<file path="config.mk">
export PLATFORM = sky130hd
export DESIGN_NAME = serial_rx
export DESIGN_NICKNAME = d
export VERILOG_FILES = /design/src/rtl/serial_pkg.sv /design/src/rtl/serial_sync.sv /design/src/rtl/serial_rx.sv
export SDC_FILE = /design/constraint.sdc
export NUM_CORES = 1
export LEC_CHECK = 0
export BUFFER_PORTS_ARGS = -buffer_cell sky130_fd_sc_hd__buf_2
export CAP_MARGIN = 25
export CORE_MARGIN = 2
export CORE_UTILIZATION = 30
export DETAILED_ROUTE_END_ITERATION = 10
export PLACE_DENSITY_LB_ADDON = 0.1
export SLEW_MARGIN = 20
export SYNTH_ARGS = -nofsm -noshare
export SYNTH_HDL_FRONTEND = slang
export SYNTH_SLANG_ARGS = --single-unit
export TNS_END_PERCENT = 20
</file>
<file path="constraint.sdc">
create_clock -name clk12 -period 3.62 [get_ports clk12]
set_input_delay 0.543 -clock clk12 [delete_from_list [all_inputs] [get_ports clk12]]
set_output_delay 0.543 -clock clk12 [all_outputs]
set_load 0.005 [all_outputs]
</file>
<file path="src/rtl/serial_pkg.sv">
// serial_pkg: shared state encoding and timing helpers for the serial receiver path
package serial_pkg;
    typedef enum logic [2:0] {IDLE, START, DATA, STOP, BREAK} rx_state_t;
    localparam int DATA_BITS = 8;
    function automatic int half_of(input int clks_per_bit);
        return (clks_per_bit - 1) / 2;
    endfunction
endpackage

</file>
<file path="src/rtl/serial_sync.sv">
// serial_sync: flop-chain synchroniser for an asynchronous input, idle-high reset value
module serial_sync #(
    parameter int SYNC_STAGES = 2
) (
    input  logic clk,
    input  logic rst,
    input  logic d,
    output logic q
);
    logic [SYNC_STAGES-1:0] sync_d, sync_q;
    always_comb sync_d = {sync_q[SYNC_STAGES-2:0], d};
    always_ff @(posedge clk) begin
        if (rst) sync_q <= '1;
        else     sync_q <= sync_d;
    end
    assign q = sync_q[SYNC_STAGES-1];
endmodule

</file>
<file path="src/rtl/serial_rx.sv">
// serial_rx: 8N1 LSB-first receiver with mid-bit sampling, break handling and a valid/ready holding register
module serial_rx
    import serial_pkg::*;
#(
    parameter int CLKS_PER_BIT = 1,
    parameter int SYNC_STAGES  = 2
) (
    input  logic                 clk12,
    input  logic                 rst,
    input  logic                 rx,
    input  logic                 rx_ready,
    output logic [DATA_BITS-1:0] rx_data,
    output logic                 rx_valid,
    output logic                 rx_busy,
    output logic                 frame_err,
    output logic                 overrun
);
    localparam int CW = $clog2(CLKS_PER_BIT) + 1;
    localparam logic [CW-1:0] HALF_C = CW'(half_of(CLKS_PER_BIT));
    localparam logic [CW-1:0] LAST_C = CW'(CLKS_PER_BIT - 1);
    localparam logic [2:0]    LAST_BIT = 3'(DATA_BITS - 1);

    logic rx_s;
    rx_state_t state_d, state_q;
    logic [CW-1:0] cnt_d, cnt_q;
    logic [2:0] bit_d, bit_q;
    logic [DATA_BITS-1:0] shift_d, shift_q, data_d, data_q;
    logic valid_d, valid_q, ferr_d, ferr_q, ovr_d, ovr_q;

    serial_sync #(.SYNC_STAGES(SYNC_STAGES)) u_sync (
        .clk (clk12),
        .rst (rst),
        .d   (rx),
        .q   (rx_s)
    );

    always_comb begin
        state_d = state_q;
        cnt_d   = cnt_q;
        bit_d   = bit_q;
        shift_d = shift_q;
        data_d  = data_q;
        valid_d = valid_q & ~rx_ready;
        ferr_d  = 1'b0;
        ovr_d   = 1'b0;
        case (state_q)
            IDLE: if (!rx_s) begin
                state_d = (HALF_C == '0) ? DATA : START;
                cnt_d   = (HALF_C == '0) ? '0 : CW'(1);
            end
            START: if (cnt_q == HALF_C) begin
                state_d = rx_s ? IDLE : DATA;
                cnt_d   = '0;
            end else cnt_d = cnt_q + 1'b1;
            DATA: if (cnt_q == LAST_C) begin
                cnt_d   = '0;
                shift_d = {rx_s, shift_q[DATA_BITS-1:1]};
                bit_d   = bit_q + 3'd1;
                state_d = (bit_q == LAST_BIT) ? STOP : DATA;
            end else cnt_d = cnt_q + 1'b1;
            STOP: if (cnt_q == LAST_C) begin
                cnt_d   = '0;
                state_d = rx_s ? IDLE : BREAK;
                ferr_d  = ~rx_s;
                // a byte may land in the same cycle the old one is taken
                if (rx_s && (!valid_q || rx_ready)) begin
                    data_d  = shift_q;
                    valid_d = 1'b1;
                end
                ovr_d = rx_s & valid_q & ~rx_ready;
            end else cnt_d = cnt_q + 1'b1;
            BREAK: state_d = rx_s ? IDLE : BREAK;
            default: state_d = IDLE;
        endcase
    end

    always_ff @(posedge clk12) begin
        if (rst) begin
            state_q <= IDLE;
            cnt_q   <= '0;
            bit_q   <= '0;
            shift_q <= '0;
            data_q  <= '0;
            valid_q <= 1'b0;
            ferr_q  <= 1'b0;
            ovr_q   <= 1'b0;
        end else begin
            state_q <= state_d;
            cnt_q   <= cnt_d;
            bit_q   <= bit_d;
            shift_q <= shift_d;
            data_q  <= data_d;
            valid_q <= valid_d;
            ferr_q  <= ferr_d;
            ovr_q   <= ovr_d;
        end
    end

    assign rx_data   = data_q;
    assign rx_valid  = valid_q;
    assign rx_busy   = state_q != IDLE;
    assign frame_err = ferr_q;
    assign overrun   = ovr_q;
endmodule

</file>
==> flow_metrics.env <==
export IMPL_status="finished, final reports clean"
export IMPL_ctsHoldBuffers=0
export IMPL_clock_path_buffers=2
export IMPL_drv_slew=0
export IMPL_post_route_drc_count=0
export IMPL_detailed_place_hpwl_um=1020
export IMPL_max_stage_delay_ns=0.39
export IMPL_critPathKind="register to primary output"
export IMPL_synth_area_leader_cell="dfxtp_1"
export IMPL_hold_viol=0
export IMPL_ant_nets=0
export IMPL_clk_latency_ns=0.32
export IMPL_postSynthCellCount=96
export IMPL_die_area_um2=3990
export IMPL_critical_path_cell_chain="or3_1, buf_2"
export IMPL_synth_seq_cells=27
export IMPL_post_cts_buffers=0
export IMPL_rsz0062_at_grt="false"
export IMPL_powerDensity_nw_per_um2=383
export IMPL_synth_fp_nets=102
export IMPL_max_cap_violations=0
export IMPL_antenna_found_initial=0
export IMPL_drive_above_1_share_pct=19.1
export IMPL_yosys_warnings=0
export IMPL_setup_viol=0
export IMPL_ctsRootBufferMaster="clkbuf_4"
export IMPL_tritoncts="yes"
export IMPL_synth_compound_area_share_pct=2.03
export IMPL_holdCritPathClass="input port to register"
export IMPL_wl_per_cell_um=9.99
export IMPL_finalSetupTns_ns=0
export IMPL_synth_top_area_share_pct=51.5
export IMPL_critical_path_n_buffers_inverters=1
export IMPL_syn_area_um2=1050
export IMPL_cpMaxStageDelayCell="dfxtp_1"
export IMPL_max_freq_mhz=572
export IMPL_worst_pin_slew_ns=0.863
export IMPL_place_congestion=0.654
export IMPL_clkTransAtPathRegs_ns=0.13
export IMPL_skew_ns=0.00947
export IMPL_synth_area_per_cell_um2=10.9
export IMPL_cellLeakagePower_nw=0.441
export IMPL_power_mw=0.451
export IMPL_cts_sinks=27
export IMPL_path_max_fanout=6
export IMPL_ir_drop_mv=0.325
export IMPL_firstDrtPassIters=3
export IMPL_fin_crit_ns=1.75
export IMPL_arrival_ns=1.20
export IMPL_io_buffers=15
export IMPL_synth_simple_area_share_pct=23.1
export IMPL_die_height_um=63.2
export IMPL_start_util_pct=31.5
export IMPL_synth_area_mux_share_pct=17.2
export IMPL_die_x_um=63.2
export IMPL_drt_initial_drc_count=52
export IMPL_grt_max_degree=36
export IMPL_diodes=0
export IMPL_startpoint_type="register"
export IMPL_end_kind="primary output"
export IMPL_synthTopCellsByArea="dfxtp_1 (51%), mux2i_1 (17%), nand2b_1 (10%), nor2_1 (3.9%), ha_1 (2.4%)"
export IMPL_synth_top_family_by_area="simple AND/OR/NAND/NOR gates"
export IMPL_grt_ovfl_total=0
export IMPL_viasPerCell=4.21
export IMPL_wl_um=1560
export IMPL_holdWs_ns=0.407
export IMPL_design_final_nets=117
export IMPL_critPathTopFamily="flip-flops"
export IMPL_vias=657
export IMPL_timing_slew_headroom_pct=42.4
export IMPL_syn2layout_area_growth_pct=12.2
export IMPL_seq_area_frac_synth_pct=51.5
export IMPL_worstPathRequired_ns=3.08
export IMPL_fin_util_pct=35.3
export IMPL_grt_usage_pct=8.42
export IMPL_synth_distinct_cells=24
export IMPL_ios=16
export IMPL_synth_xor_area_share_pct=0.834
export IMPL_first_global_vias=567
export IMPL_core_um2=3340
export IMPL_rows=21
export IMPL_grt_pass1_wl_um=2630
export IMPL_cts_max_level=1
export IMPL_post_route_period_util_pct=48.3
export IMPL_cts_repair_resized=0
export IMPL_yosys_area_share_adder_pct=2.38
export IMPL_cts_buffers=3
-- synth_stat cells, drive strengths merged --
master and n:
a2111oi 1, a211oi 1, a21oi 1, and2b 1, and3b 1, buf 4
clkbuf 1, dfxtp 27, ha 2, mux2i 18, nand2b 17, nand3b 1
nand4b 1, nor2 11, nor2b 1, nor3 2, nor3b 1, or2 2
or3 1, or3b 1, xnor2 1
-- cell usage in the layout, fill, tap and decap left out, drive strengths merged --
cell type,netlist,final
nand2b,17,17
a211oi,1,1
xnor2,1,1
and2b,1,1
nor2b,1,1
nor2,11,11
dfxtp,27,27
or3,1,1
or3b,1,1
nand3b,1,1
a2111oi,1,1
ha,2,2
nor3b,1,1
and3b,1,1
mux2i,18,18
nor3,2,2
buf,4,15
clkbuf,1,4
or2,2,2
nand4b,1,1
a21oi,1,1
-- state kept, by name, summed over array words and instances, names as in the netlist --
signal	flops
overrun	1
frame_err	1
state_q	3
u_sync.sync_q	2
bit_q	3
rx_valid	1
shift_q	8
rx_data	8
-- metrics by stage --
step,instances,area [um^2],setup slack [ns]
2_1_floorplan,96,1050,2.35
3_3_place_gp,152,1150,1.85
3_5_place_dp,152,1150,1.84
4_1_cts,156,1180,1.84
5_1_grt,156,1180,1.76
6_report,156,1180,1.87
-- area by class of cell --
class | count | area [um^2]
well taps | 46 | 57.6
clock buffers | 4 | 26.3
flip-flops and latches | 27 | 541
multi-input cells | 64 | 478
fillers | 359 | 2160
repair buffers | 15 | 75.1
-- where the power goes --
| group | internal, mW | total [mW] | leakage [nW] | switching [mW] |
|---|---|---|---|---|
| registers | 0.301 | 0.304 | 0.218 | 0.00294 |
| clock network | 0.0430 | 0.126 | 0.0150 | 0.0827 |
| logic | 0.0112 | 0.0214 | 0.208 | 0.0101 |
| total | 0.355 | 0.451 | 0.441 | 0.0957 |
-- kinds of logic after synthesis --
group,count (synthesis)
muxes,18
DFF,27
buffers and inverters,5
AOI/OAI and AO/OA,3
xor gates and xnor gates,1
adders and majority gates,2
and+or+nand+nor,40
-- worst register-to-register path, delay by kind of cell, from the launching register on --
| family | cells | cell delay (ns) |
|---|---|---|
| mux | 1 | 0.26 |
| simple gates | 2 | 0.90 |
| flops | 1 | 0.47 |
-- worst paths after layout --
check | start | endpoint | slack, ns | cells after the start
worst max register to register | state_q[0] | rx_data[4] | 1.94 | 3
worst min-delay path | rx | u_sync.sync_q[0] | 0.41 | 2
worst max-delay path | state_q[0] | rx_busy | 1.87 | 2
worst min register to register | u_sync.sync_q[0] | u_sync.sync_q[1] | 0.42 | 1
-- per-layer routing --
| layer | GRT usage (%) | wire length (um) |
|---|---|---|
| met3 | 4.46 | 87 |
| met1 | 11.2 | 810 |
| met4 | 2.50 | 19 |
| met2 | 11.7 | 640 |
| met5 | 0 | 0 |
(Power assumes the default switching activity.)
